$ cat src/rtl/machine_mode_types_1_12_pkg.sv
// Machine-mode CSR field layouts and mtvec mode encodings shared by the
// v1.12 privilege block.
package machine_mode_types_1_12_pkg;

    typedef struct packed {
        logic [29:0] base;
        logic [1:0]  mode;
    } mtvec_t;

    typedef struct packed {
        logic        interrupt;
        logic [30:0] cause;
    } mcause_t;

    localparam logic [1:0] MTVEC_DIRECT   = 2'b00;
    localparam logic [1:0] MTVEC_VECTORED = 2'b01;

endpackage

$ cat src/rtl/priv_1_12_trap_target.sv
// Redirect target for a trap or trap return. Purely combinational, so an
// S-mode stvec/sepc path can reuse it unchanged.
module priv_1_12_trap_target
    import machine_mode_types_1_12_pkg::*;
(
    input  logic        is_intr,
    input  logic        is_dret,
    input  mtvec_t      mtvec,
    input  mcause_t     mcause,
    input  logic [31:0] mepc,
    input  logic [31:0] dpc,
    output logic [31:0] target
);

    logic [31:0] base;
    logic        unused_bits;

    assign base = {mtvec.base, 2'b00};

    // Cause bit 30 is shifted out of the 32-bit offset; return targets drop [1:0].
    assign unused_bits = ^{mcause.cause[30], mepc[1:0], dpc[1:0]};

    // NOTE: assign a default first so no path through the block leaves target
    // unassigned, which would otherwise infer a latch.
    always_comb begin
        target = {mepc[31:2], 2'b00};
        if (is_intr) begin
            if (mtvec.mode == MTVEC_VECTORED && mcause.interrupt)
                target = base + {mcause.cause[29:0], 2'b00};
            else
                target = base;
        end else if (is_dret) begin
            target = {dpc[31:2], 2'b00};
        end
    end

endmodule

$ cat src/rtl/priv_1_12_pipe_control.sv
// Holds trap / trap-return redirects until the pipeline is hazard-free, then
// emits a one-cycle insert_pc strobe with the latched target to fetch.
module priv_1_12_pipe_control
    import machine_mode_types_1_12_pkg::*;
#(
    parameter logic [31:0] RESET_PC_VAL = 32'h0000_0000
) (
    input  logic        CLK,
    input  logic        nRST,
    input  logic        intr,
    input  logic        mret,
    input  logic        sret,
    input  logic        dret,
    input  logic        pipe_clear,
    input  mtvec_t      curr_mtvec,
    input  logic [31:0] curr_mepc,
    input  logic [31:0] curr_dpc,
    input  mcause_t     next_mcause,
    output logic        insert_pc,
    output logic [31:0] priv_pc,
    output logic        redirect_busy
);

    typedef enum logic [1:0] {ST_IDLE, ST_PENDING, ST_INSERT} state_e;
    typedef enum logic [1:0] {REQ_NONE, REQ_INTR, REQ_MRET, REQ_DRET} req_kind_e;

    state_e      state, next_state;
    req_kind_e   new_req, pend_kind;
    logic [31:0] new_target, pend_target, next_target;
    logic        take_new;
    logic        unused_sret;

    // No S-mode in this configuration, so sret never redirects.
    assign unused_sret = sret;

    always_comb begin
        new_req = REQ_NONE;
        if (intr)      new_req = REQ_INTR;
        else if (dret) new_req = REQ_DRET;
        else if (mret) new_req = REQ_MRET;
    end

    priv_1_12_trap_target u_trap_target (
        .is_intr (new_req == REQ_INTR),
        .is_dret (new_req == REQ_DRET),
        .mtvec   (curr_mtvec),
        .mcause  (next_mcause),
        .mepc    (curr_mepc),
        .dpc     (curr_dpc),
        .target  (new_target)
    );

    // While pending, a return never displaces a pending trap.
    always_comb begin
        take_new = 1'b0;
        if (state == ST_PENDING)
            take_new = (new_req == REQ_INTR) ||
                       (new_req != REQ_NONE && pend_kind != REQ_INTR);
        else
            take_new = (new_req != REQ_NONE);

        next_target = take_new ? new_target : pend_target;

        if (state == ST_PENDING || take_new)
            next_state = pipe_clear ? ST_INSERT : ST_PENDING;
        else
            next_state = ST_IDLE;
    end

    // NOTE: sequential state uses non-blocking assignments so every register
    // samples the pre-edge values, independent of statement order.
    always_ff @(posedge CLK or negedge nRST) begin
        if (!nRST) begin
            state         <= ST_IDLE;
            pend_kind     <= REQ_NONE;
            pend_target   <= '0;
            priv_pc       <= RESET_PC_VAL;
            insert_pc     <= 1'b0;
            redirect_busy <= 1'b0;
        end else begin
            state         <= next_state;
            insert_pc     <= (next_state == ST_INSERT);
            redirect_busy <= (next_state == ST_PENDING);
            if (take_new) begin
                pend_kind   <= new_req;
                pend_target <= new_target;
            end
            if (next_state == ST_INSERT)
                priv_pc <= next_target;
        end
    end

endmodule

$ cat config.mk
export PLATFORM = sky130hd
export DESIGN_NAME = priv_1_12_pipe_control
export DESIGN_NICKNAME = d
export VERILOG_FILES = /design/src/rtl/machine_mode_types_1_12_pkg.sv /design/src/rtl/priv_1_12_trap_target.sv /design/src/rtl/priv_1_12_pipe_control.sv
export SDC_FILE = /design/constraint.sdc
export NUM_CORES = 1
export LEC_CHECK = 0
export BUFFER_PORTS_ARGS = -buffer_cell sky130_fd_sc_hd__buf_4
export CAP_MARGIN = 0
export CORE_AREA = 3 3 149 151
export DETAILED_ROUTE_END_ITERATION = 6
export DIE_AREA = 0 0 152 154
export PLACE_DENSITY = 0.47
export SLEW_MARGIN = 20
export SYNTH_ARGS = -nofsm -noshare
export SYNTH_HDL_FRONTEND = slang
export SYNTH_SLANG_ARGS = --single-unit
export TNS_END_PERCENT = 100
$ cat constraint.sdc
create_clock -name CLK -period 2.7 [get_ports CLK]
set_clock_uncertainty 0.15 [all_clocks]
set_input_delay 0.27 -clock CLK [delete_from_list [all_inputs] [get_ports CLK]]
set_output_delay 0.27 -clock CLK [all_outputs]
set_load 0.03 [all_outputs]
==> results of run 1 <==
==> sequential cells by signal, indices dropped and copies added, names as in the netlist <==
name and cells:
state 1, insert_pc 1, pend_target 32, pend_kind 2, priv_pc 32
==> power by group <==
part,switching (mW),internal [mW]
clock,0.495,0.624
combinational,0.771,0.642
sequential,0.0634,1.16
total,1.33,2.42
==> what timing repair did <==
item | 4_1_cts | 5_1_grt
gates resized for setup | 1 | 6
setup buffers | 0 | 2
hold buffers | 2 | 0
endpoints found under the setup margin | 2 | 9
pin swaps | 0 | 5
hold endpoints to repair | 70 | 0
==> layout make-up <==
type / count / area (um^2) / share of cell area [%]
clock inverter: 7 / 51.30 / 0.6838
inverter: 10 / 37.54 / 0.5003
multi-input combinational: 500 / 3366 / 44.86
sequential: 68 / 1702 / 22.68
clock buffer: 9 / 225.2 / 3.002
timing repair buffer: 231 / 1777 / 23.68
tap: 275 / 344.1 / 4.586
==> critical path: cells and delay by family <==
kind	cells	cell delay, ns
and+or+nand+nor	1	0.13
AOI/OAI and AO/OA	6	1.29
buffers and inverters	2	0.26
xor gates and xnor gates	1	0.08
adders and majority gates	2	0.60
==> cells in the mapped netlist, types with 2 or more instances <==
cell type / number / share of area, %
o21bai_1: 5 / 0.72
nor2_1: 65 / 4.7
a221o_1: 2 / 0.39
a21o_1: 12 / 1.7
nand4_1: 7 / 0.84
dfrtp_1: 68 / 33
nor2b_1: 5 / 0.60
nand3_1: 10 / 0.96
nand2_1: 76 / 5.5
mux2i_1: 43 / 8.3
ha_1: 29 / 7.0
and2_1: 5 / 0.60
nor3_1: 9 / 0.87
o311ai_0: 2 / 0.34
a21boi_0: 2 / 0.29
a21oi_1: 55 / 5.3
o31ai_1: 9 / 1.3
or3_1: 4 / 0.48
a31oi_1: 10 / 1.2
o22ai_1: 2 / 0.24
a211oi_1: 10 / 1.4
nor3b_1: 5 / 0.72
o21a_1: 4 / 0.58
xor2_1: 10 / 1.7
clkbuf_1: 22 / 1.6
nand3b_1: 4 / 0.58
inv_1: 9 / 0.65
a21oi_2: 2 / 0.34
and4_1: 3 / 0.51
xnor2_1: 10 / 1.7
a211o_1: 2 / 0.34
o211ai_1: 6 / 0.87
o211a_1: 4 / 0.77
buf_2: 10 / 0.96
nand2b_1: 4 / 0.48
a41oi_1: 4 / 0.67
mux2_2: 18 / 3.9
o21ai_0: 42 / 4.0
==> cell families after synthesis <==
kind of cell / Yosys count / share of synthesized area [%]
simple gates: 207 / 18.53
compound gates: 182 / 22.43
flops: 68 / 32.76
mux: 61 / 12.19
buf+inv: 43 / 3.348
fa+ha+maj: 30 / 7.372
xor+xnor: 20 / 3.373
==> layer usage <==
metal  vias up  global-route usage (%)  wire length, um
met2       155                   25.25             8483
met1      2423                   22.13             8777
met5         -                       0                0
met4         0                   2.954              146
met3        11                   4.053             1182
li1       2650                       -                -
==> worst max-delay path by stage <==
stage,start,to,slack [ns],depth (start not counted)
after floorplan,curr_mtvec[2],priv_pc[12],0.11,10
after global placement,curr_mtvec[2],priv_pc[28],-0.32,11
after detailed placement,curr_mtvec[2],priv_pc[28],-0.40,11
after CTS,curr_mtvec[2],priv_pc[12],0.02,11
after global routing,curr_mtvec[13],priv_pc[26],0.02,11
final,curr_mtvec[2],priv_pc[22],0.19,12
==> per-stage QoR <==
| step | util, % | std cells | setup WS, ns | instance area [um^2] |
|---|---|---|---|---|
| floorplan | - | 611 | 0.1094 | 5194 |
| global placement | 34.14 | 1080 | -0.3170 | 7154 |
| detailed placement | 34.14 | 1080 | -0.4046 | 7154 |
| CTS | 35.59 | 1098 | 0.01523 | 7458 |
| global route | 35.80 | 1100 | 0.02055 | 7502 |
| finish | 35.80 | 1100 | 0.1865 | 7502 |
==> impl_metrics.yaml, run 1 <==
cells_and_area:
  area_growth_pct: 44.45
  drive_gt1_share_pct: 34.06
  antenna_cells: 0
  final_common_cell: "buf_4"
  fillerInstances: 2246
  layout.cells.most_common_list: "226 x buf_4, 76 x nand2_1, 68 x dfrtp_1, 65 x nor2_1, 52 x a21oi_1"
  layout.nets: 985
placed_design:
  portBuffers: 162
  dp.final_hpwl_um: 14690
  place.gp.congestion: 0.8149
floorplan:
  die-area_um2: 23410
  dieHeight_um: 154
  dieWidth_um: 152
  coreArea_um2: 20960
  initial_core_util_pct: 24.79
  core.rowCount: 53
  io_pins: 169
synth:
  syn_avg_cell_area_um2: 8.500
  ys_seq_area_share_pct: 32.76
  synth-seq-cells: 68
  synth_warnings: 0
  synth_ff_type: "dfrtp_1"
  synth.lib_cells_used.distinct: 60
  syn_nets: 776
  postSynthCellCount: 611
  synthArstFlopShare_pct: 100.0
  syn-cell-area_um2: 5194
  synth_edf_count: 0
routing:
  firstDrtPassIters: 4
  ant_nets: 0
  avgViaCountPerCell: 4.763
  wirelength_um: 18590
  vias: 5239
  wl_per_cell_um: 16.90
  drt-initial-drc-count: 283
  drc: 0
cts:
  cts_root_buffer: "clkbuf_16"
  worstSkewPairLatency_ns: 0.34
  cts.path.max_buffers: 2
  htree_num_levels: 3
  cts_tree: "yes"
  cts_made_buffers: 9
  clk_pin_slew_worst_paths_ns: 0.06
  cts.sinks: 68
grt:
  grt_usage_pct: 15.91
  grt_pass1_wl_um: 29730
  grt_max_degree: 69
  grt_pass1_vias: 5337
  antenna_found_initial: 0
  grt_overflow: 0
pwr:
  totalPowerFinal_mw: 3.754
  power.leakage_nw: 3.559
  power.density_nw_per_um2: 500.4
  vdd_ir_drop_max_v: 0.0002909
critical_path:
  crit_chain: "buf_4 > ha_1 > fa_2 > a21oi_2 > o211ai_1 > a32oi_2 > buf_4 > a21oi_1 > nor2_1 > xnor2_1 > o211a_1 > o31ai_1"
  critPathCaptureType: "flop"
  r2r_start: "state[0]"
  worst_r2r_endpoint: "priv_pc[29]"
  worst_ep_required_time_ns: 2.81
  worst_ep_arrival_time_ns: 2.62
  cp_max_fo: 5
  crit_top_cell: "buf_4"
  cp_slowest_cell: "fa_2"
  slowest_delay_ns: 0.38
  rrSetupSlack_ns: 0.32
  crit_type: "primary input to flop"
  r2r_cells: 7
  cp-start-kind: "primary input"
sta:
  timing.hold.ws_ns: 0.07804
  timing.final.crit_period_ns: 2.514
  fmax_ghz: 0.3978
  finalSetupViolations: 0
  rsz0062_at_grt: "no"
  timing.slew.headroom_pct: 37.69
  hold_viol: 0
  report.final.slew_viol_count: 0
  finalCritPeriodShare_pct: 93.09
  tns_ns: 0
  worst_pin_slew_ns: 0.9346
worst_hold_path:
  min_to: "pend_target[31]"
  hp-class: "primary input to flop"
  hp-start: "curr_mtvec[31]"
  whs_path_depth: 3
job:
  maxCapViolCount: 0
status:
  outcome: "finished clean"
No activity file was read; power rests on OpenSTA's default activity.
==> inputs of run 2 (changes only) <==
Settings changed: RECOVER_POWER set to 100.
==> run 2 against run 1 <==
Against the previous run:
- the flow now finishes with violations (max-capacitance violations, max-slew violations)
- final cell count is the same
- wire length up 0.18%
- largest power group unchanged
- via count is 0.21% higher
==> impl_metrics.yaml, run 2 (synthesis results as in run 1) <==
cells_and_area:
  layout.cells.most_common_list: "182 x buf_4, 76 x nand2_1, 68 x dfrtp_1, 65 x nor2_1, 54 x a21oi_1"
  largestRegisters: "pend_target x32, priv_pc x32, pend_kind x2"
  layout.nets: 985
  fillerInstances: 2290
  fin_util_pct: 35.01
  drive_gt1_share_pct: 28.97
  area_growth_pct: 41.27
  finish.instance_area_um2: 7337
  final_common_cell: "buf_4"
  ff_latch_area_um2: 1702
  antenna_cells: 0
  multi_input_area_um2: 3346
critical_path:
  crit_type: "primary input to flop"
  crit_chain: "clkbuf_4 > ha_1 > fa_2 > a21oi_2 > o211ai_1 > a32oi_2 > clkbuf_4 > a21oi_1 > nor2_1 > xnor2_1 > o211a_1 > o31ai_1"
  cp-start-kind: "primary input"
  worst_r2r_endpoint: "priv_pc[29]"
  cp-endpoint: "priv_pc[22]"
  crit_top_cell: "clkbuf_4"
  slowest_delay_ns: 0.38
  cp_slowest_cell: "fa_2"
  worst_ep_required_time_ns: 2.81
  worst_ep_arrival_time_ns: 2.65
  r2r_cells: 7
  cp_max_fo: 5
  cp-startpoint: "curr_mtvec[2]"
  rrSetupSlack_ns: 0.32
  critPathCaptureType: "flop"
  r2r_start: "state[0]"
placed_design:
  dpl_cell_area_um2: 7154
  dp.final_hpwl_um: 14690
  place_ws_ns: -0.4046
  place.gp.congestion: 0.8149
  portBuffers: 162
routing:
  wirelength_um: 18620
  avgViaCountPerCell: 4.773
  drt-initial-drc-count: 274
  wl_per_cell_um: 16.93
  drc: 0
  vias: 5250
  firstDrtPassIters: 4
  ant_nets: 0
sta:
  finalSetupViolations: 0
  worst_pin_slew_ns: 1.817
  hold_viol: 0
  report.final.slew_viol_count: 69
  rsz0062_at_grt: "no"
  timing.final.crit_period_ns: 2.539
  finalCritPeriodShare_pct: 94.04
  tns_ns: 0
  fmax_ghz: 0.3939
  timing.slew.headroom_pct: -21.15
  timing.hold.ws_ns: 0.07698
  fin_ws_ns: 0.1610
grt:
  grt_max_degree: 69
  grt_pass1_wl_um: 29730
  grt_usage_pct: 15.91
  grt_pass1_vias: 5337
  antenna_found_initial: 0
  grt_overflow: 0
cts:
  worstSkewPairLatency_ns: 0.34
  cts.sinks: 68
  cts.path.max_buffers: 2
  cts_tree: "yes"
  cts_made_buffers: 9
  cts_root_buffer: "clkbuf_16"
  htree_num_levels: 3
  clk_pin_slew_worst_paths_ns: 0.06
status:
  outcome: "finished with violations"
  violations: "max-capacitance violations, max-slew violations"
floorplan:
  core.rowCount: 53
  coreArea_um2: 20960
  dieHeight_um: 154
  die-area_um2: 23410
  io_pins: 169
  initial_core_util_pct: 24.79
  dieWidth_um: 152
pwr:
  vdd_ir_drop_max_v: 0.0002906
  power.leakage_nw: 3.418
  power.density_nw_per_um2: 500.6
worst_hold_path:
  hp-start: "curr_mtvec[31]"
  hp-class: "primary input to flop"
  whs_path_depth: 3
job:
  maxCapViolCount: 1
-- run 2: cell count changes in the layout (fill, tap and decap cells not counted), sizes merged --
cell	before	now
buf	229	185
clkbuf	9	53
-- run 2: metal layers --
| layer | wire length, um | global-route usage [%] |
|---|---|---|
| met5 | 0 | 0 |
| met4 | 146 | 2.954 |
| met3 | 1055 | 4.053 |
| met2 | 8521 | 25.25 |
| met1 | 8900 | 22.13 |
-- run 2: critical path: cells and delay by family --
family | cells | cell delay, ns
xor+xnor | 1 | 0.08
simple gates | 1 | 0.13
compound gates | 6 | 1.28
fa+ha+maj | 2 | 0.60
buf+inv | 2 | 0.29
-- run 2: worst min-delay path by stage --
stage / to / slack (ns)
6_report: pend_target[31] / 0.08
5_1_grt: pend_target[17] / 0.09
4_1_cts: pend_target[31] / 0.06
3_5_place_dp: priv_pc[25] / 0.32
3_3_place_gp: priv_pc[25] / 0.31
2_1_floorplan: insert_pc / -0.18
-- run 2: stage by stage --
step / total power, mW / cells
finish: 3.673 / 1100
global route: 3.910 / 1100
global placement: 2.650 / 1080
CTS: 3.818 / 1098
floorplan: 2.018 / 611
detailed placement: 2.654 / 1080
-- run 2: where the power goes --
part           internal [mW]  leakage, nW  switching [mW]
clock network          0.624        0.132           0.496
logic                  0.563         2.48           0.769
registers               1.16        0.801          0.0612
total                   2.35         3.42            1.33
-- run 2: final cells by class --
cell class | instances | area share (%)
tap | 275 | 4.690
multi-input combinational | 500 | 45.60
timing repair buffer | 231 | 22.24
inverter | 10 | 0.5116
sequential | 68 | 23.19
clock inverter | 7 | 0.6992
clock buffer | 9 | 3.070
-- run 2: what timing repair did --
item | CTS | global route
endpoints found under the hold margin | 70 | 0
setup endpoints to repair | 2 | 9
setup buffers | 0 | 2
cloned | 0 | 0
pin swaps | 0 | 5
hold buffers | 2 | 0
resized for setup | 1 | 6
==> inputs of run 3 (changes only) <==
Settings changed: PLACE_DENSITY 0.47 to unset, PLACE_DENSITY_LB_ADDON set to 0.12.
==> run 3 against run 2 <==
Against the previous run:
- the flow now finishes without violations
- worst setup slack better by 0.00090 ns
- die area unchanged
- via count up 1.7%
- highest routed layer unchanged
==> impl_metrics.yaml, run 3 (synthesis results as in run 1) <==
status:
  outcome: "finished clean"
cts:
  cts.path.max_buffers: 2
  worstSkewPairLatency_ns: 0.34
  htree_num_levels: 3
  cts.sinks: 68
  clk_pin_slew_worst_paths_ns: 0.06
  cts_root_buffer: "clkbuf_16"
  cts_made_buffers: 9
  cts_tree: "yes"
  post_cts_buffers: 0
sta:
  worst_pin_slew_ns: 0.9003
  hold_viol: 0
  finalCritPeriodShare_pct: 94.00
  timing.final.crit_period_ns: 2.538
  finalSetupViolations: 0
  fmax_ghz: 0.3940
  tns_ns: 0
  timing.hold.ws_ns: 0.08440
  timing.slew.headroom_pct: 39.98
  report.final.slew_viol_count: 0
cells_and_area:
  largestRegisters: "pend_target x32, priv_pc x32, pend_kind x2"
  final_common_cell: "buf_4"
  area_growth_pct: 42.64
  antenna_cells: 0
  layout.nets: 985
  layout.cells.most_common_list: "189 x buf_4, 76 x nand2_1, 68 x dfrtp_1, 65 x nor2_1, 52 x a21oi_1"
  drive_gt1_share_pct: 29.70
pwr:
  internal_power_mw: 2.494
  vdd_ir_drop_max_v: 0.0004251
  p_sw_share_pct: 34.57
  power.density_nw_per_um2: 514.4
  power.leakage_nw: 3.455
  clockPowerShare_pct: 32.8
  p_comb_share_pct: 35.0
  switchingPower_mw: 1.318
  power_frac_seq_pct: 32.1
routing:
  avgViaCountPerCell: 4.855
  ant_nets: 0
  firstDrtPassIters: 4
  vias: 5340
  wirelength_um: 18720
  wl_per_cell_um: 17.01
  drc: 0
  drt-initial-drc-count: 193
grt:
  grt_usage_pct: 15.79
  grt_max_degree: 69
  grt_pass1_wl_um: 29990
  grt_overflow: 0
  antenna_found_initial: 0
  grt_pass1_vias: 5602
critical_path:
  cp-start-kind: "primary input"
  critPathCaptureType: "flop"
  crit_type: "primary input to flop"
  worst_ep_required_time_ns: 2.78
  worst_ep_arrival_time_ns: 2.61
  cp_max_fo: 5
floorplan:
  initial_core_util_pct: 24.79
  core.rowCount: 53
  dieWidth_um: 152
  io_pins: 169
  die-area_um2: 23410
  coreArea_um2: 20960
  dieHeight_um: 154
job:
  maxCapViolCount: 0
placed_design:
  dp.final_hpwl_um: 14970
  portBuffers: 162
  place.gp.congestion: 0.8733
worst_hold_path:
  hp-class: "primary input to flop"
run 3: cell types whose count changed in the layout (fill, tap and decap cells not counted), sizes merged:
cell          delta
buf              +7
clkbuf           -6
clkinv           -3
bufinv           +1
dlymetal6s4s     +1
run 3: critical path: stages:
cell	delay, ns
buf_4	0.11
ha_1	0.23
fa_2	0.38
a21oi_2	0.17
o211ai_1	0.27
a41o_1	0.31
a21oi_1	0.17
xor2_1	0.15
o21ai_0	0.09
a21o_1	0.19
mux2_2	0.26
run 3: layout make-up:
cell class | count | area (um^2)
clock buffers | 11 | 252.7
clock inverters | 5 | 58.81
fillers | 2259 | 13550
inverters | 10 | 37.54
multi-input cells | 500 | 3363
flip-flops and latches | 68 | 1702
well taps | 275 | 344.1
repair buffers | 231 | 1650
run 3: per-layer routing:
layer / vias up / global-route usage (%) / wire, um / part of all wire (%)
met5: - / 0 / 0 / 0
met4: 0 / 5.522 / 457 / 2.4
met3: 23 / 3.293 / 964 / 5.2
met2: 157 / 26.59 / 8751 / 47
met1: 2496 / 20.12 / 8541 / 46
li1: 2664 / - / - / -
run 3: power groups by stage:
stage / clock network (mW) / logic, mW / registers, mW
2_1_floorplan: 0 / 0.625 / 1.39
3_3_place_gp: 0 / 1.40 / 1.25
3_5_place_dp: 0 / 1.42 / 1.25
4_1_cts: 1.29 / 1.43 / 1.23
5_1_grt: 1.33 / 1.47 / 1.24
6_report: 1.25 / 1.33 / 1.23
run 3: final timing paths:
path | cells past startpoint | slack (ns) | to | start
worst max-delay path | 11 | 0.16 | priv_pc[12] | curr_mtvec[2]
worst min-delay path | 2 | 0.08 | pend_kind[0] | dret
worst max register to register | 5 | 0.24 | priv_pc[16] | insert_pc
worst min register to register | 2 | 0.33 | priv_pc[4] | priv_pc[4]
max in group asynchronous | 3 | 0.64 | pend_target[15] | nRST
min in group asynchronous | 2 | 0.40 | pend_target[25] | nRST
run 3: repair_timing:
item	CTS	global route
endpoints found under the setup margin	3	8
hold buffers	2	0
pin swaps	2	4
gates cloned	0	0
gates resized for setup	1	7
hold endpoints to repair	69	0
run 3: metrics by stage:
step | cell area [um^2] | power (mW) | instances | setup slack [ns] | util, %
after floorplan | 5194 | 2.018 | 611 | 0.1094 | -
after global placement | 7194 | 2.649 | 1082 | -0.3219 | 34.33
after detailed placement | 7194 | 2.662 | 1082 | -0.3536 | 34.33
after CTS | 7530 | 3.942 | 1100 | 0.04916 | 35.93
after global routing | 7408 | 4.044 | 1100 | -0.004758 | 35.35
final | 7408 | 3.811 | 1100 | 0.1619 | 35.35
